===== config.mk =====
export PLATFORM = sky130hd
export DESIGN_NAME = irq_dispatch
export DESIGN_NICKNAME = d
export VERILOG_FILES = /design/src/rtl/irq_dispatch.sv
export SDC_FILE = /design/constraint.sdc
export NUM_CORES = 1
export LEC_CHECK = 0
export CORE_MARGIN = 4
export CORE_UTILIZATION = 43
export DETAILED_ROUTE_END_ITERATION = 10
export GPL_ROUTABILITY_DRIVEN = 0
export GPL_TIMING_DRIVEN = 0
export PLACE_DENSITY = 0.84
export SLEW_MARGIN = 20
export SYNTH_ARGS = -nofsm -noshare
export SYNTH_HDL_FRONTEND = slang
export SYNTH_SLANG_ARGS = --single-unit

===== constraint.sdc =====
create_clock -name clk -period 2.5 [get_ports clk]
set_input_delay 0.5 -clock clk [delete_from_list [all_inputs] [get_ports clk]]
set_output_delay 0.5 -clock clk [all_outputs]
set_load 0.05 [all_outputs]

===== src/rtl/irq_dispatch.sv =====
// Per-tile interrupt dispatcher. It captures rising edges on 16 lines and arbitrates by fixed
// priority with in-service nesting. Dispatch is a one-cycle irqload pulse, then a minimum idle gap.
module irq_dispatch #(
  parameter int unsigned GAP = 8
) (
  input  logic        clk,
  input  logic        rst,
  input  logic [15:0] irq_src,
  input  logic        hold,
  input  logic        mask_we,
  input  logic [15:0] mask_wdata,
  input  logic        eoi,
  input  logic [3:0]  eoi_num,
  output logic        irqload,
  output logic [3:0]  irqnum,
  output logic [15:0] pending,
  output logic [15:0] in_service,
  output logic [15:0] mask,
  output logic        busy
);

  typedef enum logic [1:0] {
    ST_IDLE = 2'd0,
    ST_FIRE = 2'd1,
    ST_GAP  = 2'd2
  } state_e;

  state_e      state_q, state_d;
  logic [7:0]  cnt_q, cnt_d;
  logic [15:0] src_q;
  logic [15:0] pend_q, pend_d;
  logic [15:0] isr_q, isr_d;
  logic [15:0] mask_q, mask_d;
  logic        irqload_q, irqload_d;
  logic [3:0]  irqnum_q, irqnum_d;
  logic        busy_q, busy_d;

  logic [15:0] edges;
  logic [15:0] elig;
  logic        blocked;
  logic [3:0]  cand;
  logic        cand_valid;
  logic        fire;

  assign edges = irq_src & ~src_q;

  // A line is blocked once any line of equal or higher priority (lower index) is in service.
  always_comb begin
    elig    = '0;
    blocked = 1'b0;
    for (int unsigned i = 0; i < 16; i++) begin
      blocked = blocked | isr_q[i];
      elig[i] = pend_q[i] & ~mask_q[i] & ~blocked;
    end
  end

  always_comb begin
    cand       = '0;
    cand_valid = 1'b0;
    for (int unsigned i = 16; i > 0; i--) begin
      if (elig[i-1]) begin
        cand       = 4'(i - 1);
        cand_valid = 1'b1;
      end
    end
  end

  always_comb begin
    state_d   = state_q;
    cnt_d     = cnt_q;
    irqload_d = 1'b0;
    irqnum_d  = irqnum_q;
    fire      = 1'b0;
    case (state_q)
      ST_IDLE: begin
        if (cand_valid && !hold) begin
          fire      = 1'b1;
          irqload_d = 1'b1;
          irqnum_d  = cand;
          state_d   = ST_FIRE;
        end
      end
      ST_FIRE: begin
        cnt_d   = 8'(GAP - 1);
        state_d = ST_GAP;
      end
      ST_GAP: begin
        if (cnt_q == '0) begin
          state_d = ST_IDLE;
        end else begin
          cnt_d = cnt_q - 8'd1;
        end
      end
      default: state_d = ST_IDLE;
    endcase
    busy_d = (state_d == ST_FIRE) || (state_d == ST_GAP);
  end

  // A new edge is OR-ed in last, so it wins over the dispatch clear on the same bit.
  always_comb begin
    pend_d = pend_q;
    isr_d  = isr_q;
    if (eoi) begin
      isr_d[eoi_num] = 1'b0;
    end
    if (fire) begin
      pend_d[cand] = 1'b0;
      isr_d[cand]  = 1'b1;
    end
    pend_d = pend_d | edges;
    mask_d = mask_we ? mask_wdata : mask_q;
  end

  always_ff @(posedge clk) begin
    src_q <= irq_src;
    if (rst) begin
      state_q   <= ST_IDLE;
      cnt_q     <= '0;
      pend_q    <= '0;
      isr_q     <= '0;
      mask_q    <= '1;
      irqload_q <= 1'b0;
      irqnum_q  <= '0;
      busy_q    <= 1'b0;
    end else begin
      state_q   <= state_d;
      cnt_q     <= cnt_d;
      pend_q    <= pend_d;
      isr_q     <= isr_d;
      mask_q    <= mask_d;
      irqload_q <= irqload_d;
      irqnum_q  <= irqnum_d;
      busy_q    <= busy_d;
    end
  end

  assign irqload    = irqload_q;
  assign irqnum     = irqnum_q;
  assign pending    = pend_q;
  assign in_service = isr_q;
  assign mask       = mask_q;
  assign busy       = busy_q;

endmodule


==> metrics.txt <==
vias after detailed routing 3533; cells on worst reg2reg path 7; status finished with violations; clock tree buffer depth 2; largest net degree at the start of global routing 15; Detail Placement HPWL 7840 um; first-pass GRT wire length 17200 um; Clock Sinks 80; Clk Latency, worst-skew pair 0.35 ns; Hold Fails Final Rpt 0; CTS tree yes; Area Growth Syn to Fin 44.2%; Synth Instances 382; Yosys warning count 0; startpoint types flip-flop; flop-to-flop setup slack -0.004 ns; WS Path Type reg -> reg; gr usage total 0.220; Final setup violation count 1; main flop type after synthesis dfxtp_1; Seq/Total Area, Yosys 0.457; RR Startpoint in_service[10]$_SDFF_PP0_; Slew headroom 0.410; pwr/cell area 622 nW/um^2; Placed Cells 577; # hold bufs at CTS 0; max-cap check violation count 0; violation count after the first detailed-route iteration 363; Post-Syn Nets 425; Final Cycle Share 1.00; most frequent cells in the layout 93 x clkdlybuf4s50_1, 61 x dfxtp_1, 47 x nand2_1, 29 x nor2_1, 22 x nand2b_1; worst slew pin tran 0.872 ns; Post-Layout Cell Count 604; Die Height 98.3 um; row count 32; Worst Skew 0.00608 ns; Distinct cells, synth 59; Buffers on Ports 93; Worst Path Max Fanout 9; vias in the first global route 3483; core area 7810 um^2; vias per cell 5.85; setup TNS -0.00363 ns; Arr. time, crit path 2.76 ns; Fmax 399 MHz; Ant. Diodes 0; Max IR drop VDD 0.306 mV; Cell Area, Synth 3500 um^2; #FFs+latches synth 80; Final #Nets 540; Slew Limit Fails 0; TritonCTS Buffers 9; Die W 98.3 um; Hold Path End pending[11]$_SDFF_PP0_; HP Class reg -> reg; clk slew on worst S/H paths 0.08 ns; Final ANT Viol Nets 0; hold_ws 0.482 ns; hold depth 2; Ports 95; Post-synth EDFFs 0; Routed WL 11000 um; H-tree depth 3; antenna violations before repair 0; Synth Area per Inst 9.17 um^2; crit path time final 2.50 ns; Root Buffer clkbuf_8; Initial Util 0.449; Critical Path Sink Type flip-flop; Req. time, crit path 2.75 ns; Finished Core Util 0.647; die area 9660 um^2; Overflow after GRT 0; failing checks setup timing; final setup margin -0.00363 ns; drt drc 0; HP Start src_q[11]$_DFF_P_; share of cells above drive strength 1 0.165; RSZ-0062 raised after global routing yes; WL/cell 18.3 um; P_leak 1.87 nW; Async SR Flop Fraction 0; FF-to-FF End pending[15]$_SDFF_PP0_; Place WS -0.882 ns; First-pass DRT Iterations 6; most common cell after layout, fill and taps aside clkdlybuf4s50_1
-- state kept, by name, indices dropped and copies added, names as in the netlist --
signal / flops
cnt_q: 8
src_q: 16
busy: 1
irqload: 1
pending: 16
state_q: 2
in_service: 16
irqnum: 4
mask: 16
-- Yosys cell counts, drive strengths merged (3+ instances only) --
library cell  count  area, um^2
nor2b            11        68.8
or4               3        30.0
or3b              5        43.8
nand2            47         176
a31oi             3        18.8
nor2             30         113
nor4b             4        35.0
or3               4        25.0
o21ai            11        58.8
a21oi            21         105
clkbuf           11        41.3
nand3            15        75.1
dfxtp            80        1600
nor3             10        55.1
o31ai            11        87.6
nand2b           22         138
mux2i            16         160
o211ai            3        22.5
nor4              6        50.0
nor3b             7        52.6
a211oi            6        45.0
inv               8        30.0
o41ai             8        70.1
-- report_power, final --
part	internal (W)	total (W)	switching, W
clock network	0.000450	0.000927	0.000477
logic	0.000319	0.000802	0.000482
registers	0.00135	0.00141	0.0000646
total	0.00212	0.00314	0.00102
-- final cells by class --
class                   instances  area (um^2)
flip-flops and latches         80         1640
repair buffers                105         1020
inverters                       8         30.0
well taps                     102          128
fillers                       666         2760
clock inverters                 4         25.0
clock buffers                  12          166
plain buffers                  11         52.6
multi-input cells             282         1990
-- worst max-delay path, cell delays in order (launching register included) --
cell	delay, ns
dfxtp_4	0.38
nor4_4	0.31
nand3_1	0.10
or4_4	0.46
a211o_1	0.31
buf_8	0.15
a2111o_1	0.42
a32o_1	0.26
-- timing repair --
action | 4_1_cts | 5_1_grt
buffers inserted | 9 | 3
pin swaps | 9 | 11
gates cloned | 0 | 0
resized for setup | 12 | 12
endpoints found under the setup margin | 23 | 22
-- metrics by stage --
stage               total power, W  area [um^2]
floorplan                  0.00189         3590
global placement           0.00214         4650
detailed placement         0.00216         4650
CTS                        0.00310         4960
global route               0.00325         5050
finish                     0.00314         5050
-- how the worst max path moves through the flow --
| stage | startpoint | end | slack, ns |
|---|---|---|---|
| 2_1_floorplan | in_service[0]$_SDFF_PP0_ | pending[14]$_SDFF_PP0_ | -0.06 |
| 3_3_place_gp | hold | pending[15]$_SDFF_PP0_ | -0.87 |
| 3_5_place_dp | hold | pending[15]$_SDFF_PP0_ | -0.88 |
| 4_1_cts | in_service[7]$_SDFF_PP0_ | pending[15]$_SDFF_PP0_ | 0.004 |
| 5_1_grt | in_service[7]$_SDFF_PP0_ | in_service[4]$_SDFF_PP0_ | -0.04 |
| 6_report | in_service[10]$_SDFF_PP0_ | pending[15]$_SDFF_PP0_ | -0.004 |
-- kinds of logic after synthesis --
family / Yosys count / share of synthesized area
and+or+nand+nor: 170 / 0.265
xor gates and xnor gates: 3 / 0.00750
adders and majority gates: 2 / 0.00714
buffers and inverters: 20 / 0.0218
AOI/OAI and AO/OA: 89 / 0.190
DFF: 80 / 0.457
muxes: 18 / 0.0521
-- routing by layer --
| layer | vias to the layer above | GRT usage | wire [um] |
|---|---|---|---|
| li1 | 1636 | - | - |
| met1 | 1665 | 0.279 | 4570 |
| met2 | 191 | 0.348 | 5240 |
| met3 | 41 | 0.0564 | 875 |
| met4 | 0 | 0.107 | 344 |
| met5 | - | 0 | 0 |
Note: power is estimated with default switching activity, not from simulation.
